--- src/rtl/fetch_stage_if.sv ---
// Fetch-stage bus: hazard/redirect inputs, instruction-memory port and IF/ID outputs.
interface fetch_stage_if;
   logic        stall;
   logic        redirect;
   logic [31:0] redirectTarget;
   logic [31:0] instructionAddress;
   logic [31:0] instruction;
   logic        ifidValid;
   logic [31:0] ifidPc;
   logic [31:0] ifidPcPlus4;
   logic [31:0] ifidInstr;
   logic        halted;

   modport master (
      input  stall, redirect, redirectTarget, instruction,
      output instructionAddress, ifidValid, ifidPc, ifidPcPlus4, ifidInstr, halted
   );

   modport slave (
      output stall, redirect, redirectTarget, instruction,
      input  instructionAddress, ifidValid, ifidPc, ifidPcPlus4, ifidInstr, halted
   );
endinterface

--- src/rtl/fetch_stage.sv ---
// RV32I fetch stage: PC register, IF/ID pipeline register, stall and redirect/flush.
// Define HALT_ON_ZERO_EN to stop fetching on an all-zero instruction word.
module fetch_stage #(
   parameter logic [31:0] RESET_PC  = 32'h0000_0000,
   parameter logic [31:0] NOP_INSTR = 32'h0000_0013
) (
   input logic            clk,
   input logic            reset,
   fetch_stage_if.master  fetch
);
   logic [31:0] pc_q, pc_d;
   logic        valid_q, valid_d;
   logic [31:0] ifid_pc_q, ifid_pc_d;
   logic [31:0] ifid_pc4_q, ifid_pc4_d;
   logic [31:0] ifid_instr_q, ifid_instr_d;
`ifdef HALT_ON_ZERO_EN
   logic        halted_q, halted_d;
`endif

   always_comb begin
      pc_d         = pc_q;
      valid_d      = valid_q;
      ifid_pc_d    = ifid_pc_q;
      ifid_pc4_d   = ifid_pc4_q;
      ifid_instr_d = ifid_instr_q;
`ifdef HALT_ON_ZERO_EN
      halted_d     = halted_q;
`endif
      if (fetch.redirect) begin
         pc_d         = {fetch.redirectTarget[31:2], 2'b00};
         valid_d      = 1'b0;
         ifid_instr_d = NOP_INSTR;
`ifdef HALT_ON_ZERO_EN
         halted_d     = 1'b0;
`endif
      end else if (fetch.stall) begin
         // hold everything
`ifdef HALT_ON_ZERO_EN
      end else if (halted_q || fetch.instruction == '0) begin
         valid_d      = 1'b0;
         ifid_instr_d = NOP_INSTR;
         halted_d     = 1'b1;
`endif
      end else begin
         valid_d      = 1'b1;
         ifid_pc_d    = pc_q;
         ifid_pc4_d   = pc_q + 32'd4;
         ifid_instr_d = fetch.instruction;
         pc_d         = pc_q + 32'd4;
      end
   end

   always_ff @(posedge clk) begin
      if (reset) begin
         pc_q         <= RESET_PC;
         valid_q      <= 1'b0;
         ifid_pc_q    <= '0;
         ifid_pc4_q   <= 32'd4;
         ifid_instr_q <= NOP_INSTR;
`ifdef HALT_ON_ZERO_EN
         halted_q     <= 1'b0;
`endif
      end else begin
         pc_q         <= pc_d;
         valid_q      <= valid_d;
         ifid_pc_q    <= ifid_pc_d;
         ifid_pc4_q   <= ifid_pc4_d;
         ifid_instr_q <= ifid_instr_d;
`ifdef HALT_ON_ZERO_EN
         halted_q     <= halted_d;
`endif
      end
   end

   assign fetch.instructionAddress = pc_q;
   assign fetch.ifidValid          = valid_q;
   assign fetch.ifidPc             = ifid_pc_q;
   assign fetch.ifidPcPlus4        = ifid_pc4_q;
   assign fetch.ifidInstr          = ifid_instr_q;
`ifdef HALT_ON_ZERO_EN
   assign fetch.halted             = halted_q;
`else
   assign fetch.halted             = 1'b0;
`endif
endmodule

--- src/flat_wrapper.sv ---
// flat-port wrapper written by rule: the top's interface ports become plain ports
module fetch_stage_flat 
#(
   parameter logic [31:0] RESET_PC  = 32'h0000_0000,
   parameter logic [31:0] NOP_INSTR = 32'h0000_0013
)
  (clk, reset, fetch_stall, fetch_redirect, fetch_redirectTarget, fetch_instruction, fetch_instructionAddress, fetch_ifidValid, fetch_ifidPc, fetch_ifidPcPlus4, fetch_ifidInstr, fetch_halted);
  fetch_stage_if fetch_i ();
  input logic clk;
  input logic reset;
  input wire logic [$bits(fetch_i.stall)-1:0] fetch_stall;
  input wire logic [$bits(fetch_i.redirect)-1:0] fetch_redirect;
  input wire logic [$bits(fetch_i.redirectTarget)-1:0] fetch_redirectTarget;
  input wire logic [$bits(fetch_i.instruction)-1:0] fetch_instruction;
  output wire logic [$bits(fetch_i.instructionAddress)-1:0] fetch_instructionAddress;
  output wire logic [$bits(fetch_i.ifidValid)-1:0] fetch_ifidValid;
  output wire logic [$bits(fetch_i.ifidPc)-1:0] fetch_ifidPc;
  output wire logic [$bits(fetch_i.ifidPcPlus4)-1:0] fetch_ifidPcPlus4;
  output wire logic [$bits(fetch_i.ifidInstr)-1:0] fetch_ifidInstr;
  output wire logic [$bits(fetch_i.halted)-1:0] fetch_halted;
  assign fetch_i.stall = fetch_stall;
  assign fetch_i.redirect = fetch_redirect;
  assign fetch_i.redirectTarget = fetch_redirectTarget;
  assign fetch_i.instruction = fetch_instruction;
  assign fetch_instructionAddress = fetch_i.instructionAddress;
  assign fetch_ifidValid = fetch_i.ifidValid;
  assign fetch_ifidPc = fetch_i.ifidPc;
  assign fetch_ifidPcPlus4 = fetch_i.ifidPcPlus4;
  assign fetch_ifidInstr = fetch_i.ifidInstr;
  assign fetch_halted = fetch_i.halted;
  fetch_stage #(.RESET_PC(RESET_PC), .NOP_INSTR(NOP_INSTR)) u_core (.clk(clk), .reset(reset), .fetch(fetch_i));
endmodule
--- config.mk ---
export PLATFORM = sky130hd
export DESIGN_NAME = fetch_stage_flat
export DESIGN_NICKNAME = d
export VERILOG_FILES = /design/src/rtl/fetch_stage_if.sv /design/src/rtl/fetch_stage.sv /design/src/flat_wrapper.sv
export SDC_FILE = /design/constraint.sdc
export NUM_CORES = 1
export LEC_CHECK = 0
export CORE_MARGIN = 5
export CORE_UTILIZATION = 36
export DETAILED_ROUTE_END_ITERATION = 10
export PLACE_DENSITY = 0.71
export SLEW_MARGIN = 25
export SYNTH_ARGS = -nofsm -noshare
export SYNTH_HDL_FRONTEND = slang
export SYNTH_SLANG_ARGS = --single-unit
--- constraint.sdc ---
create_clock -name clk -period 1.75 [get_ports clk]
set_input_delay 0.35 -clock clk [delete_from_list [all_inputs] [get_ports clk]]
set_output_delay 0.35 -clock clk [all_outputs]
set_load 0.02 [all_outputs]
* After elaboration in Yosys (flattened, before gate mapping) *
Cells that the tools add are included.

word-level totals
  register bits = 129
  input port bits = 68
  output and inout port bits = 130

cells by class
  add/subtract/negate cells = 1
  eq/ne operators = 1
  mux-type cells = 2
  bitwise gates (word level) = 2
  reductions and logical operators = 2

operator list
  kind                   number
  $mux 32                2
  $add 32x3->32 const B  1
  $ne 2x1->1 const B     1
  $not 1->1              2
  $reduce_and 2->1       1
  $reduce_or 2->1        1

* Depth between registers and ports, before layout *
Gate-level depths: netlist of the first run.

  depth in word-level cells = 3
  gate-level depth with buffers = 7
  depth with buffers taken out = 6

* Least setup slack after synthesis of the first run *
Ideal clock, no wire load.

  path kind = reg2reg
  from = reg u_core.pc_q[2], in the netlist u_core.fetch.instructionAddress[2]
  to = reg u_core.pc_q[16], in the netlist u_core.fetch.instructionAddress[16]
  library setup time = 0.086 ns
  arrival = 2.039 ns
  required time = 1.664 ns
  slack = -0.374 ns
  stages on the path, launching flop included = 8
  path buffers = 1
  period minus slack after synthesis = 2.124 ns
  cells stage by stage = dfxtp_1 -> ha_1 -> nand3_1 -> clkbuf_1 -> nor4_1 -> nand3_1 -> xor2_1 -> a211oi_1

on the way
  longest elaborated chain between the ends = 3

ends and longest elaborated chain
  item                    RTL line           text
  from (decl)             fetch_stage.sv:11  logic [31:0] pc_q, pc_d;
  from (signal assigned)  fetch_stage.sv:64  pc_q <= pc_d;
  $add 32x3->32           fetch_stage.sv:49  pc_d = pc_q + 32'd4;
  $mux 32                 fetch_stage.sv:36  end else if (fetch.stall) begin
  $mux 32                 fetch_stage.sv:29  if (fetch.redirect) begin

Every way passes these cells. The select of a mux whose other input is x is not followed.
A chain may end at the register's enable or synchronous reset.

* Worst setup path in the final report of the first run *
  from = reg u_core.ifid_pc4_q[15], in the netlist u_core.fetch.ifidPcPlus4[15]
  to = out fetch_ifidPcPlus4[15]

RTL lines
  item                    RTL line            text
  from (decl)             fetch_stage.sv:14   logic [31:0] ifid_pc4_q, ifid_pc4_d;
  from (signal assigned)  fetch_stage.sv:67   ifid_pc4_q <= ifid_pc4_d;
  to (decl)               flat_wrapper.sv:18  output wire logic [$bits(fetch_i.ifidPcPlus4)-1:0] fetch_ifidPcPlus4;

No word-level cell between the ends.

==> results.json, run 1 <==
{
  "maxCapViolations": 0,
  "path_class": "flip-flop to output port",
  "period_minus_slack_ns": 1.72,
  "layout_common_cells": "dfxtp_1 (100), nand2_1 (95), clkdlybuf4s50_1 (92), nor2_1 (91), buf_4 (76)",
  "numCtsBuffers": 17,
  "cts_tree": "yes",
  "r2r-start": "u_core.fetch.instructionAddress[4]",
  "grt_max_degree": 54,
  "synthFlopType": "dfxtp_1",
  "synth-edff-count": 0,
  "fp.dieW_um": 132,
  "synth-seq-area-share_pct": 45.8,
  "io-pin-count": 198,
  "hold_viol": 0,
  "finalClockSkew_ns": 0.00798,
  "crit_path_cell_trace": "clkdlybuf4s50_1",
  "whs_ns": 0.188,
  "ctsLongestPathBuffers": 2,
  "worstHoldStart": "reset",
  "std_cell_rows": 44,
  "crit_slowest_cell": "clkdlybuf4s50_1",
  "gp_congestion": 0.803,
  "dp_hpwl_mm": 12.2,
  "multi_input_area_um2": 2770,
  "dr.pass1.iters": 4,
  "cp_data_required_time_ns": 1.40,
  "netlist_area_um2": 5370,
  "clk_pin_slew_ns": 0.06,
  "regArea_um2": 2520,
  "grt_pass1_wl_mm": 26.8,
  "hp-class": "primary input to flip-flop",
  "diodes": 0,
  "setup_violations": 0,
  "grt_pass1_vias": 5098,
  "r2r_setup_slack_ns": 0.06,
  "clockRootBuffer": "clkbuf_16",
  "drt_iter0_drc": 281,
  "path_delay_family": "buffers and inverters",
  "vias": 5205,
  "synthArstFlopShare_pct": 0,
  "synthTopCellsByArea": "dfxtp_1 (46%), nand2_1 (6.6%), mux2i_1 (6.5%)",
  "wirelength_mm": 16.9,
  "gr-total-overflow": 0,
  "r2r_cells": 5,
  "postRouteAntennaNets": 0,
  "cp-end-kind": "output port",
  "min_path_cells": 2,
  "outcome": "finished clean",
  "worstPathArrival_ns": 1.37,
  "pre_cts_slack_ns": -0.120,
  "cts.htree.levels": 4,
  "yosysWarnings": 0,
  "ys_ff_latch": 123,
  "synthCells": 634,
  "cellPowerDensity_nw_per_um2": 877,
  "fillCellCount": 1251,
  "die_h_um": 132,
  "drive_above_1_share_pct": 18.5,
  "finalPower_mw": 7.71,
  "hold_end": "u_core.fetch.ifidPc[29]",
  "tns_ns": 0,
  "synth_top_cell_area_share_pct": 45.8,
  "cts.sinks": 123,
  "slowest_delay_ns": 0.61,
  "place_inst": 1021,
  "p_leak_nw": 4.27,
  "viasPerCell": 4.90,
  "nets": 935,
  "design.core.area_um2": 14600,
  "wl_per_cell_um": 15.9,
  "layout_commonest_cell": "dfxtp_1",
  "fp.dieArea_um2": 17500,
  "cp_max_fo": 2,
  "syn_area_per_cell_um2": 8.48,
  "insertion_delay_ns": 0.42,
  "drcViolationCount": 0,
  "synth_cell_type_count": 44,
  "antenna_found_initial": 1,
  "path_buf_inv": 1,
  "grt_usage_pct": 18.9,
  "drv_slew": 0,
  "final_cells": 1063,
  "syn2layout_area_growth_pct": 63.6,
  "ir_worst_vdd_uv": 668,
  "layout_setup_ws_ns": 0.0286,
  "crit_path_start_kind": "flip-flop",
  "r2r-end": "u_core.fetch.instructionAddress[31]",
  "yosysTopAreaCell": "dfxtp_1",
  "clock.fmax_ghz": 0.581,
  "fin_crit_sh_pct": 98.4,
  "initial_core_util_pct": 36.8,
  "io_buffer_count": 188
}
stage by stage:
step,area (µm²),util (%)
after floorplan,5640,-
after global placement,7990,54.8
after detailed placement,7990,54.8
after CTS,8550,58.6
after global routing,8790,60.3
final,8790,60.3
per-layer routing:
metal  global-route usage (%)  up-vias  wire (µm)
li1                         -     2607          -
met1                     22.5     2411       6800
met2                     31.4      168       8280
met3                     8.97       17       1620
met4                     4.07        2        166
met5                        0        -         20
cell usage after synthesis, types with 3 or more instances:
master    instances
mux2i_1          35
a21oi_1          44
nand2_1          95
nand3_1          14
buf_1             5
nor2_1           92
inv_1             5
o21ai_0           6
xor2_1           33
or2_2             3
or3_1             3
xnor2_1          18
clkbuf_1         37
buf_4             8
buf_2            12
dfxtp_1         123
nor4_1           10
a211oi_1         38
nand4_1          14
nor3_1            7
power by group:
group / internal [mW] / switching, mW
Combinational: 0.552 / 0.605
Sequential: 2.93 / 0.0883
Clock: 2.21 / 1.33
sequential cells by signal (all words and copies together) (netlist names):
register                         count
u_core.fetch.ifidPc                 30
u_core.fetch.ifidInstr              32
u_core.fetch.ifidValid               1
u_core.fetch.instructionAddress     30
u_core.fetch.ifidPcPlus4            30
cells by family (layout without fill, tap and decap cells):
| family | count (synthesis) | in the layout | share of synthesized area, % |
|---|---|---|---|
| flops | 123 | 123 | 45.8 |
| other cells | 1 | 7 | 0.0698 |
| simple gates | 256 | 256 | 21.9 |
| fa+ha+maj | 1 | 1 | 0.233 |
| mux | 35 | 35 | 6.52 |
| xor+xnor | 51 | 51 | 8.31 |
| compound gates | 98 | 98 | 11.4 |
| buf+inv | 69 | 308 | 5.70 |
final cells by class:
type                            count  area share (%)
Multi-Input combinational cell    448            31.5
Timing Repair Buffer              271            30.2
Clock inverter                     11            1.20
Sequential cell                   123            28.6
Inverter                            5           0.213
Clock buffer                       21            5.72
Tap cell                          184            2.62
worst max-delay path by stage:
| stage | from | endpoint | slack, ns | depth (start not counted) |
|---|---|---|---|---|
| global placement | fetch_redirect | u_core.fetch.instructionAddress[31] | -0.06 | 4 |
| floorplan | u_core.fetch.instructionAddress[20] | u_core.fetch.instructionAddress[31] | -0.14 | 6 |
| global route | u_core.fetch.instructionAddress[24] | u_core.fetch.instructionAddress[28] | -0.02 | 7 |
| finish | u_core.fetch.ifidPcPlus4[15] | fetch_ifidPcPlus4[15] | 0.03 | 1 |
| CTS | u_core.fetch.ifidPc[25] | fetch_ifidPc[25] | 0.001 | 1 |
| detailed placement | fetch_redirect | u_core.fetch.instructionAddress[31] | -0.12 | 4 |
repair_timing:
action | 4_1_cts | 5_1_grt
hold buffers | 0 | 0
setup buffers | 0 | 10
setup endpoints to repair | 51 | 71
gates cloned | 0 | 0
pin swaps | 0 | 15
resized for setup | 48 | 57
Power figures use the tool's default switching activity.
==> run 2, diff against run 1 <==
--- a/config.mk
+++ b/config.mk
@@ -8,7 +8,7 @@
 export CORE_MARGIN = 5
 export CORE_UTILIZATION = 36
 export DETAILED_ROUTE_END_ITERATION = 10
-export PLACE_DENSITY = 0.71
+export PLACE_DENSITY = 0.68
 export SLEW_MARGIN = 25
 export SYNTH_ARGS = -nofsm -noshare
 export SYNTH_HDL_FRONTEND = slang
==> constraint.sdc (replaced) <==
create_clock -name clk -period 1.9 [get_ports clk]
set_input_delay 0.38 -clock clk [delete_from_list [all_inputs] [get_ports clk]]
set_output_delay 0.38 -clock clk [all_outputs]
set_load 0.1 [all_outputs]
==> results.json, run 2 (synthesis gave the netlist of run 1 again) <==
{
  "r2r_setup_slack_ns": 0.07,
  "clock.fmax_ghz": 0.546,
  "dp_hpwl_mm": 12.1,
  "nets": 893,
  "startpoint": "u_core.fetch.instructionAddress[2]",
  "ctsLongestPathBuffers": 2,
  "drcViolationCount": 0,
  "syn2layout_area_growth_pct": 60.0,
  "pre_cts_slack_ns": 0.0187,
  "ir_worst_vdd_uv": 511,
  "fp.dieArea_um2": 17500,
  "cts.htree.levels": 4,
  "post-route-util_pct": 58.9,
  "drt_iter0_drc": 195,
  "insertion_delay_ns": 0.41,
  "gp_congestion": 0.831,
  "wl_per_cell_um": 16.0,
  "grt_pass1_wl_mm": 26.8,
  "setup_violations": 0,
  "clockRootBuffer": "clkbuf_16",
  "clk_pin_slew_ns": 0.06,
  "layout_common_cells": "buf_4 (123), dfxtp_1 (96), nand2_1 (94), nor2_1 (90), clkdlybuf4s50_1 (63)",
  "worstHoldStart": "reset",
  "std_cell_rows": 44,
  "grt_max_degree": 39,
  "viasPerCell": 5.00,
  "path_class": "flip-flop to flip-flop",
  "whs_ns": 0.342,
  "die_h_um": 132,
  "p_leak_nw": 3.45,
  "drive_above_1_share_pct": 29.2,
  "crit_path_start_kind": "flip-flop",
  "layout_commonest_cell": "buf_4",
  "cts_tree": "yes",
  "finalClockSkew_ns": 0.00686,
  "r2r-start": "u_core.fetch.instructionAddress[2]",
  "diodes": 0,
  "io_buffer_count": 188,
  "gr-total-overflow": 0,
  "drv_slew": 0,
  "maxCapViolations": 0,
  "slew_headroom_pct": 63.3,
  "dr.pass1.iters": 5,
  "hp-class": "primary input to flip-flop",
  "antenna_found_initial": 0,
  "largest_register_ffs": 32,
  "wirelength_mm": 16.4,
  "postRouteAntennaNets": 0,
  "cp_data_required_time_ns": 2.21,
  "cts.sinks": 123,
  "ctsHoldBuffers": 0,
  "cp_max_fo": 6,
  "fp.dieW_um": 132,
  "worst_pin_slew_ns": 0.550,
  "vias": 5106,
  "cellPowerDensity_nw_per_um2": 959,
  "grt_usage_pct": 18.6,
  "layout_setup_ws_ns": 0.0689,
  "numCtsBuffers": 17,
  "period_minus_slack_ns": 1.83,
  "design.core.area_um2": 14600,
  "worstPathArrival_ns": 2.14,
  "grt_pass1_vias": 5129,
  "io-pin-count": 198,
  "cp-end-kind": "flip-flop",
  "hold_viol": 0,
  "tns_ns": 0,
  "outcome": "finished clean",
  "initial_core_util_pct": 36.8,
  "fin_crit_sh_pct": 96.4
}
==> run 2: cell count changes in the layout (fill, tap and decap cells not counted), sizes merged <==
cell,previous run,this run
buf,85,166
bufinv,1,5
clkdlybuf4s50,92,63
clkinv,4,3
dlygate4sd2,46,0
dlymetal6s2s,48,0
inv,8,5
==> run 2: path summary, 6_finish.rpt <==
kind	endpoint	cells past startpoint
hold / removal	u_core.fetch.instructionAddress[29]	3
setup reg to reg	u_core.fetch.instructionAddress[26]	7
hold reg to reg	u_core.fetch.ifidPc[5]	2
setup / recovery	u_core.fetch.instructionAddress[26]	7
==> run 2: worst max-delay path: stages (launching register included) <==
cell and delay [ns]:
dfxtp_4 0.40, ha_4 0.17, nand3_4 0.14, nor4_2 0.31, buf_4 0.18, nand4_1 0.10
xor2_1 0.16, a211oi_1 0.27
==> run 2: layer usage <==
metal | track usage (%) | share of wire, % | vias to the layer above | routed length (µm)
met5 | 0 | 0 | - | 0
met1 | 22.9 | 42 | 2370 | 6830
met3 | 8.24 | 9.0 | 16 | 1480
li1 | - | - | 2531 | -
met4 | 4.47 | 0.87 | 0 | 143
met2 | 30.1 | 48 | 189 | 7910
==> run 2: what timing repair did <==
| item | 4_1_cts | 5_1_grt |
|---|---|---|
| hold endpoints to repair | 0 | 0 |
| cloned | 0 | 0 |
| resized for setup | 0 | 4 |
| pin swaps | 1 | 3 |
| endpoints found under the setup margin | 1 | 11 |
| buffers inserted | 1 | 5 |
==> run 2: cell type report <==
class                   instances  area, µm²
fillers                      1229       5990
multi-input cells             448       2750
flip-flops and latches        123       2560
repair buffers                229       2390
clock buffers                  21        460
well taps                     184        230
clock inverters                11        191
inverters                       5       18.8
==> run 2: power by group <==
part	internal (mW)	total, mW	switching [mW]	leakage, nW
Sequential	2.70	2.86	0.164	1.02
Clock	2.39	3.54	1.15	0.309
Combinational	0.573	1.84	1.27	2.12
Total	5.66	8.24	2.58	3.45
==> run 2: metrics by stage <==
stage | instance area, µm² | instances | total power [mW]
6_report | 8600 | 1021 | 8.24
2_1_floorplan | 5700 | 640 | 4.18
3_3_place_gp | 7890 | 984 | 4.73
5_1_grt | 8600 | 1021 | 8.54
3_5_place_dp | 7890 | 984 | 4.75
4_1_cts | 8550 | 1017 | 8.32
==> variant (settings of run 2) <==
Reset style: asynchronous (`reset`), changed in one clocked block.
--- a/src/rtl/fetch_stage.sv
+++ b/src/rtl/fetch_stage.sv
@@ -50,7 +50,7 @@
       end
    end
 
-   always_ff @(posedge clk) begin
+   always_ff @(posedge clk or posedge reset) begin
       if (reset) begin
          pc_q         <= RESET_PC;
          valid_q      <= 1'b0;
Check against the original RTL: differs if reset is asserted again (counterexample within 4 cycles, from zero or initial values and one cycle with reset high); with reset held inactive, the same outputs for 10 cycles.
==> variant against run 2 <==
  * Setup slack better by 0.065 ns
  * Critical path depth down 2
  * Design area up 7.8%
  * Sequential cell count unchanged
  * Sequential share of layout area up 3.9 points
  * Synthesized area up 8.8%
  * Routed wire length up 4.5%
Power is not compared: it rests on default switching activity, and its combinational part moved more than twofold at a synthesized area within 25%.
==> variant: results (changes against run 2) <==
- Wire length of the first global-routing pass: 27700 microns (was 26800 microns)
- Die width: 137 microns (was 132 microns)
- Multi-Input Combinational: 437 (was 448)
- Pre-CTS setup slack: 0.146 ns (was 0.0187 ns)
- Number of setup buffers added after CTS: 0 (was 1)
- Count of different cell masters after synthesis: 43 (was 44)
- Clock buffer instance count of the final layout: 30 (was 21)
- Number of global-route vias before repair: 5258 (was 5129)
- Drt initial violations: 294 (was 195)
- Post-detail-place hpwl: 12700 microns (was 12100 microns)
- Filler cell count in the final layout: 1380 (was 1229)
- Syn Area/Cell: 9.54 sq um (was 8.48 sq um)
- Critical hold path startpoint: fetch_redirect (was reset)
- Fraction of standard cell area that is sequential: 0.337 (was 0.298)
- Clock buffers and inverters, area share: 0.0598 (was 0.0758)
- Final Cycle Share: 0.930 (was 0.964)
- DRT Wirelength: 17100 microns (was 16400 microns)
- Result of the run: finished clean (unchanged)
- Worst clock skew: 0.00720 ns (was 0.00686 ns)
- Post-placement cell count: 1009 (was 984)
- Detail-routed via count per cell: 4.80 (was 5.00)
- Non-CTS inverters: 3 (was 5)
- GR Util All Layers: 0.188 (was 0.186)
- Tightest Pin Transition: 0.914 ns (was 0.550 ns)
- Main flop type after synthesis: sky130_fd_sc_hd__dfrtp_1 (was sky130_fd_sc_hd__dfxtp_1)
- Data buffer area share: 0.294 (was 0.278)
- First element of the critical path: u_core.fetch.instructionAddress[17]$_DFFE_PP0N_ (was u_core.fetch.instructionAddress[2]$_SDFFE_PP0P_)
- Most common library cells after synthesis: sky130_fd_sc_hd__nand2_1 (168), sky130_fd_sc_hd__dfrtp_1 (119), sky130_fd_sc_hd__o21ai_0 (46), sky130_fd_sc_hd__nor2_1 (45), sky130_fd_sc_hd__xnor2_1 (36) (was sky130_fd_sc_hd__dfxtp_1 (123), sky130_fd_sc_hd__nand2_1 (95), sky130_fd_sc_hd__nor2_1 (92), sky130_fd_sc_hd__a21oi_1 (44), sky130_fd_sc_hd__a211oi_1 (38))
variant: power groups by stage:
stage,logic (mW),clock network [mW],registers [mW]
6_report,4.09,2.99,3.20
5_1_grt,4.25,3.19,3.24
4_1_cts,4.12,3.08,3.21
3_5_place_dp,4.12,0,3.25
3_3_place_gp,4.08,0,3.23
2_1_floorplan,0.705,0,5.29
variant: worst min-delay path, delay by kind of cell:
family / cells / cell delay, ns
buf+inv: 1 / 0.10
simple gates: 3 / 0.21
variant: layer usage:
metal,vias to the layer above,share of wire,track usage
li1,2395,-,-
met2,178,0.49,0.306
met5,-,0,0
met1,2404,0.40,0.228
met3,16,0.10,0.0771
met4,0,0.012,0.0621
variant: kinds of logic (layout without fill, tap and decap cells):
logic type / Yosys count / in the layout / share of synthesized area
xor+xnor: 56 / 56 / 0.0839
flops: 123 / 123 / 0.527
simple gates: 279 / 279 / 0.227
fa+ha+maj: 1 / 1 / 0.00214
other cells: 1 / 7 / 0.000642
buf+inv: 59 / 265 / 0.0503
compound gates: 64 / 64 / 0.0569
mux: 30 / 30 / 0.0514
variant: final timing paths:
path                                                              endpoint  slack, ns  cells past startpoint
max                        u_core.fetch.instructionAddress[27]$_DFFE_PP0N_       0.13                      5
min                                    u_core.fetch.ifidPc[29]$_DFFE_PP0P_       0.33                      4
max reg2reg                u_core.fetch.instructionAddress[27]$_DFFE_PP0N_       0.13                      5
min reg2reg                            u_core.fetch.ifidPc[20]$_DFFE_PP0P_       0.48                      2
max in group asynchronous  u_core.fetch.instructionAddress[27]$_DFFE_PP0N_       1.00                      3
min in group asynchronous               u_core.fetch.ifidPc[4]$_DFFE_PP0P_       0.45                      3
